File: config.mk
export PLATFORM = sky130hd
export DESIGN_NAME = btn_debounce_flat
export DESIGN_NICKNAME = d
export VERILOG_FILES = /design/src/rtl/btn_debounce_if.sv /design/src/rtl/btn_debounce.sv /design/src/flat_wrapper.sv
export SDC_FILE = /design/constraint.sdc
export NUM_CORES = 1
export LEC_CHECK = 0
export ABC_CLOCK_PERIOD_IN_PS = 2100
export BUFFER_PORTS_ARGS = -buffer_cell sky130_fd_sc_hd__clkbuf_2
export CORE_MARGIN = 5
export CORE_UTILIZATION = 39
export DETAILED_ROUTE_END_ITERATION = 6
export PLACE_DENSITY = 0.54
export SYNTH_ARGS = -nofsm -noshare
export SYNTH_HDL_FRONTEND = slang
export SYNTH_SLANG_ARGS = --single-unit
File: constraint.sdc
create_clock -name clk -period 2.1 [get_ports clk]
set_input_delay 0.21 -clock clk [delete_from_list [all_inputs] [get_ports clk]]
set_output_delay 0.21 -clock clk [all_outputs]
set_load 0.05 [all_outputs]
File: src/rtl/btn_debounce_if.sv
// Button-conditioner bus: raw pins in, debounced level and edge pulses out.
// The btn_long signal exists only when BTN_LONG_PRESS_EN is defined.
interface btn_debounce_if #(
  parameter int N_BTN = 4
);
  logic [N_BTN-1:0] btn_raw;
  logic [N_BTN-1:0] btn_lvl;
  logic [N_BTN-1:0] btn_press;
  logic [N_BTN-1:0] btn_release;
  logic             any_press;
`ifdef BTN_LONG_PRESS_EN
  logic [N_BTN-1:0] btn_long;

  modport master (
    output btn_raw,
    input  btn_lvl, btn_press, btn_release, any_press, btn_long
  );
  modport slave (
    input  btn_raw,
    output btn_lvl, btn_press, btn_release, any_press, btn_long
  );
`else
  modport master (
    output btn_raw,
    input  btn_lvl, btn_press, btn_release, any_press
  );
  modport slave (
    input  btn_raw,
    output btn_lvl, btn_press, btn_release, any_press
  );
`endif
endinterface

File: src/rtl/btn_debounce.sv
// Multi-channel button debouncer: 2-flop synchroniser, per-channel filter FSM, press/release pulses.
// Optional long-press detector is enabled by defining BTN_LONG_PRESS_EN.
module btn_debounce #(
  parameter int N_BTN         = 4,
  parameter int STABLE_CYCLES = 1_000_000
`ifdef BTN_LONG_PRESS_EN
  , parameter int LONG_CYCLES = 100_000_000
`endif
) (
  input logic           clk,
  input logic           rst,
  btn_debounce_if.slave bus
);

  localparam int CW = $clog2(STABLE_CYCLES + 1);
  localparam logic [CW-1:0] CNT_LAST = CW'(STABLE_CYCLES - 1);

  localparam logic [1:0] LOW_STABLE  = 2'd0;
  localparam logic [1:0] WAIT_HIGH   = 2'd1;
  localparam logic [1:0] HIGH_STABLE = 2'd2;
  localparam logic [1:0] WAIT_LOW    = 2'd3;

  logic [N_BTN-1:0] r_s1;
  logic [N_BTN-1:0] r_s2;
  logic [N_BTN-1:0] w_lvl;
  logic [N_BTN-1:0] w_press;
  logic [N_BTN-1:0] w_release;

  // NOTE: sequential state uses non-blocking assignments so every flop samples
  // pre-edge values; blocking here would collapse s1/s2 into a single stage.
  always_ff @(posedge clk) begin
    if (rst) begin
      r_s1 <= '0;
      r_s2 <= '0;
    end else begin
      r_s1 <= bus.btn_raw;
      r_s2 <= r_s1;
    end
  end

`ifdef BTN_LONG_PRESS_EN
  localparam int HW = $clog2(LONG_CYCLES + 1);
  localparam logic [HW-1:0] HOLD_MAX  = HW'(LONG_CYCLES);
  localparam logic [HW-1:0] HOLD_LAST = HW'(LONG_CYCLES - 1);
  logic [N_BTN-1:0] w_long;
`endif

  for (genvar g = 0; g < N_BTN; g++) begin : g_ch
    logic [1:0]    r_state;
    logic [CW-1:0] r_cnt;
    logic          r_lvl;
    logic          r_press;
    logic          r_release;
    logic          w_in;
    logic          w_enter_high;
    logic          w_enter_low;

    assign w_in         = r_s2[g];
    assign w_enter_high = (r_state == WAIT_HIGH) &&  w_in && (r_cnt == CNT_LAST);
    assign w_enter_low  = (r_state == WAIT_LOW)  && !w_in && (r_cnt == CNT_LAST);

    always_ff @(posedge clk) begin
      if (rst) begin
        r_state   <= LOW_STABLE;
        r_cnt     <= '0;
        r_lvl     <= 1'b0;
        r_press   <= 1'b0;
        r_release <= 1'b0;
      end else begin
        r_press   <= 1'b0;
        r_release <= 1'b0;
        case (r_state)
          LOW_STABLE: begin
            if (w_in) begin
              r_state <= WAIT_HIGH;
              r_cnt   <= CW'(1);
            end
          end
          WAIT_HIGH: begin
            // Any reversal restarts filtering from the stable state without a pulse.
            if (!w_in) begin
              r_state <= LOW_STABLE;
              r_cnt   <= '0;
            end else if (w_enter_high) begin
              r_state <= HIGH_STABLE;
              r_lvl   <= 1'b1;
              r_press <= 1'b1;
              r_cnt   <= '0;
            end else begin
              r_cnt <= r_cnt + CW'(1);
            end
          end
          HIGH_STABLE: begin
            if (!w_in) begin
              r_state <= WAIT_LOW;
              r_cnt   <= CW'(1);
            end
          end
          WAIT_LOW: begin
            if (w_in) begin
              r_state <= HIGH_STABLE;
              r_cnt   <= '0;
            end else if (w_enter_low) begin
              r_state   <= LOW_STABLE;
              r_lvl     <= 1'b0;
              r_release <= 1'b1;
              r_cnt     <= '0;
            end else begin
              r_cnt <= r_cnt + CW'(1);
            end
          end
          default: begin
            r_state <= LOW_STABLE;
            r_cnt   <= '0;
          end
        endcase
      end
    end

    assign w_lvl[g]     = r_lvl;
    assign w_press[g]   = r_press;
    assign w_release[g] = r_release;

`ifdef BTN_LONG_PRESS_EN
    logic [HW-1:0] r_hold;
    logic          r_long;
    logic          w_in_high;

    assign w_in_high = (r_state == HIGH_STABLE) || (r_state == WAIT_LOW);

    // Hold counter saturates one past the threshold so the pulse fires once per press.
    always_ff @(posedge clk) begin
      if (rst) begin
        r_hold <= '0;
        r_long <= 1'b0;
      end else begin
        r_long <= w_in_high && (r_hold == HOLD_LAST);
        if (w_enter_high || w_enter_low) begin
          r_hold <= '0;
        end else if (w_in_high && (r_hold != HOLD_MAX)) begin
          r_hold <= r_hold + HW'(1);
        end
      end
    end

    assign w_long[g] = r_long;
`endif
  end

  assign bus.btn_lvl     = w_lvl;
  assign bus.btn_press   = w_press;
  assign bus.btn_release = w_release;
  assign bus.any_press   = |w_press;
`ifdef BTN_LONG_PRESS_EN
  assign bus.btn_long    = w_long;
`endif

endmodule

File: src/flat_wrapper.sv
// flat-port wrapper written by rule: the top's interface ports become plain ports
module btn_debounce_flat 
#(
  parameter int N_BTN         = 4,
  parameter int STABLE_CYCLES = 1_000_000

)
  (clk, rst, bus_btn_raw, bus_btn_lvl, bus_btn_press, bus_btn_release, bus_any_press);
  btn_debounce_if #(.N_BTN(N_BTN)) bus_i ();
  input logic clk;
  input logic rst;
  input wire logic [$bits(bus_i.btn_raw)-1:0] bus_btn_raw;
  output wire logic [$bits(bus_i.btn_lvl)-1:0] bus_btn_lvl;
  output wire logic [$bits(bus_i.btn_press)-1:0] bus_btn_press;
  output wire logic [$bits(bus_i.btn_release)-1:0] bus_btn_release;
  output wire logic [$bits(bus_i.any_press)-1:0] bus_any_press;
  assign bus_i.btn_raw = bus_btn_raw;
  assign bus_btn_lvl = bus_i.btn_lvl;
  assign bus_btn_press = bus_i.btn_press;
  assign bus_btn_release = bus_i.btn_release;
  assign bus_any_press = bus_i.any_press;
  btn_debounce #(.N_BTN(N_BTN), .STABLE_CYCLES(STABLE_CYCLES)) u_core (.clk(clk), .rst(rst), .bus(bus_i));
endmodule
==> flow_summary.toml <==
[status]
outcome = "complete, no violations"

[power]
leakage_nw = 2.14
powerDensity_nw_per_um2 = 649
ir_drop_v = 0.000434

[clock_network]
postCtsSetupRepairBufs = 0
cts_tree = "yes"
postCtsHoldBufs = 0
cts_root_buf = "clkbuf_16"
cts_made_buffers = 9
cts_resized = 0
cts_max_path_buffers = 2
htree_levels = 3
clk_pin_slew_worst_paths_ps = 70
clk_latency_ps = 350
cts.sinks = 108

[floorplan]
die_x_um = 127
die-area_um2 = 16100
ioPinCount = 19
coreArea_um2 = 13300
std_cell_rows = 42
die_h_um = 127
initial_core_util_pct = 40.0

[yosys]
synth_edf_count = 0
synthDominantCellAreaShare_pct = 40.5
synth_area_leaders = "dfxtp_1 40%, a21oi_1 4.4%, a31oi_1 4.2%"
synth_warnings = 0
ys_seq_area_share_pct = 40.5
synth_area_leader_cell = "dfxtp_1"
ys_seq_elements = 108
synthArstFlopShare_pct = 0
synth_cells = 634
netlist_area_um2 = 5340
syn-num-nets = 644
synth_most_common_cell = "dfxtp_1"
synth_cell_types = 60
synthTopCellsByCount = "108 x dfxtp_1, 58 x nand2_1, 47 x a21oi_1"
synth_ff_type = "dfxtp_1"
synth.avg_cell_area_um2 = 8.42

[sta]
finalSetupTns_ps = 0
setup_viol = 0
skew_ps = 4.47
slew_headroom_pct = 47.2
fin_crit_sh_pct = 94.6
worst_slew_pin_slew_ps = 792
maxSlewViolCount = 0
fmax_mhz = 503
layout_min_cycle_time_ps = 1990
hold_violations = 0
holdWs_ps = 62.7

[critical_path]
cp_data_required_time_ps = 2350
worstSetupPathType = "reg -> reg"
endpoint_kind = "register"
path_max_fanout = 9
cp_data_arrival_time_ps = 2240
startpoint_type = "register"

[drt]
detail_route.iter0.violations = 331
routed_wirelength_um = 11800
drtAntennaViolNets = 0
vias_per_cell = 5.54
vias = 4687
drtPass1Iterations = 5
routedWlPerCell_um = 14.0
drcViolationCount = 0

[global_routing]
grt_pass1_wl_um = 20100
grt.overflow.total = 0
grt_pass1_vias = 4317
grt_max_degree = 27
grtUsageTotal_pct = 15.1
antenna_found_initial = 0

[run]
max-cap-violations = 0

[layout]
syn_to_final_growth_pct = 12.7
drive_above_1_share_pct = 14.2
antenna_cells = 0
finalNetCount = 675

[placement]
routabilityCongestion = 0.832
io_buffers = 18
dpl.hpwl_um = 8270

[min_path]
min_path_type = "in -> reg"
## critical path, stage by stage, from the launching register on
cell and delay, ps:
dfxtp_1 370, or4b_4 520, nor4_4 300, buf_4 180, a21o_4 160, o21ai_0 100, a22o_1 240
## worst paths after layout
check	depth (start not counted)	end	start	slack, ps
max reg2reg	6	u_core.g_ch[2].r_cnt[12]	u_core.g_ch[2].r_cnt[12]	110
min reg2reg	1	u_core.r_s2[1]	u_core.r_s1[1]	450
min	2	u_core.r_s1[2]	bus_btn_raw[2]	60
max	6	u_core.g_ch[2].r_cnt[12]	u_core.g_ch[2].r_cnt[12]	110
## where the power goes
| group | switching (mW) | internal (mW) | total (mW) |
|---|---|---|---|
| registers | 0.0232 | 2.07 | 2.09 |
| clock network | 0.783 | 0.840 | 1.62 |
| logic | 0.119 | 0.0681 | 0.187 |
| total | 0.926 | 2.98 | 3.91 |
## metal layers
| layer | vias up | share of wire, % | GRT usage (%) |
|---|---|---|---|
| met5 | - | 0 | 0 |
| met4 | 0 | 1.2 | 4.61 |
| met3 | 15 | 3.2 | 4.09 |
| met2 | 77 | 45 | 23.9 |
| met1 | 2199 | 50 | 20.1 |
| li1 | 2396 | - | - |
## registers in the layout (all words and copies together), names as in the netlist, named ones only
name and flops:
u_core.r_s1 4, u_core.g_ch.r_release 4, u_core.g_ch.r_lvl 4, u_core.r_s2 4, u_core.g_ch.r_press 4, u_core.g_ch.r_state 4, u_core.g_ch.r_cnt 80
## final cells by class
| class | instances | area (um2) |
|---|---|---|
| clock buffer | 11 | 243 |
| clock inverter | 5 | 37.5 |
| fill | 1307 | 7330 |
| inverter | 18 | 67.6 |
| multi-input combinational | 470 | 2900 |
| sequential | 108 | 2160 |
| tap | 176 | 220 |
| timing repair buffer | 58 | 390 |
## layout by cell type (no fill, tap or decap), drive strengths merged, types with 8 or more instances in the layout
| cell | count |
|---|---|
| o21ai | 32 |
| nand2 | 58 |
| buf | 40 |
| or3 | 8 |
| nor2b | 15 |
| nor4 | 15 |
| xor2 | 11 |
| a31oi | 36 |
| clkbuf | 29 |
| inv | 18 |
| a22o | 10 |
| nor2 | 35 |
| and3 | 9 |
| nand4 | 20 |
| nor3 | 16 |
| nand3 | 42 |
| a21oi | 49 |
| nand2b | 13 |
| mux2i | 13 |
| dfxtp | 108 |
## logic make-up after synthesis
| kind of cell | Yosys count | synth area share [%] |
|---|---|---|
| xor+xnor | 17 | 2.79 |
| flops | 108 | 40.5 |
| fa+ha+maj | 4 | 0.937 |
| compound gates | 162 | 19.0 |
| simple gates | 274 | 28.8 |
| buf+inv | 56 | 5.60 |
| mux | 13 | 2.44 |
## metrics by stage
step | setup slack [ps] | util, % | cells | cell area, um2 | power (mW)
6_report | 114 | 45.1 | 846 | 6020 | 3.91
5_1_grt | -23.7 | 45.1 | 846 | 6020 | 4.09
4_1_cts | 80.0 | 44.9 | 846 | 6000 | 3.97
3_5_place_dp | 99.9 | 42.8 | 830 | 5720 | 2.33
3_3_place_gp | 191 | 42.8 | 830 | 5720 | 2.33
2_1_floorplan | 154 | - | 634 | 5340 | 2.28
No activity file was read; power rests on OpenSTA's default activity.
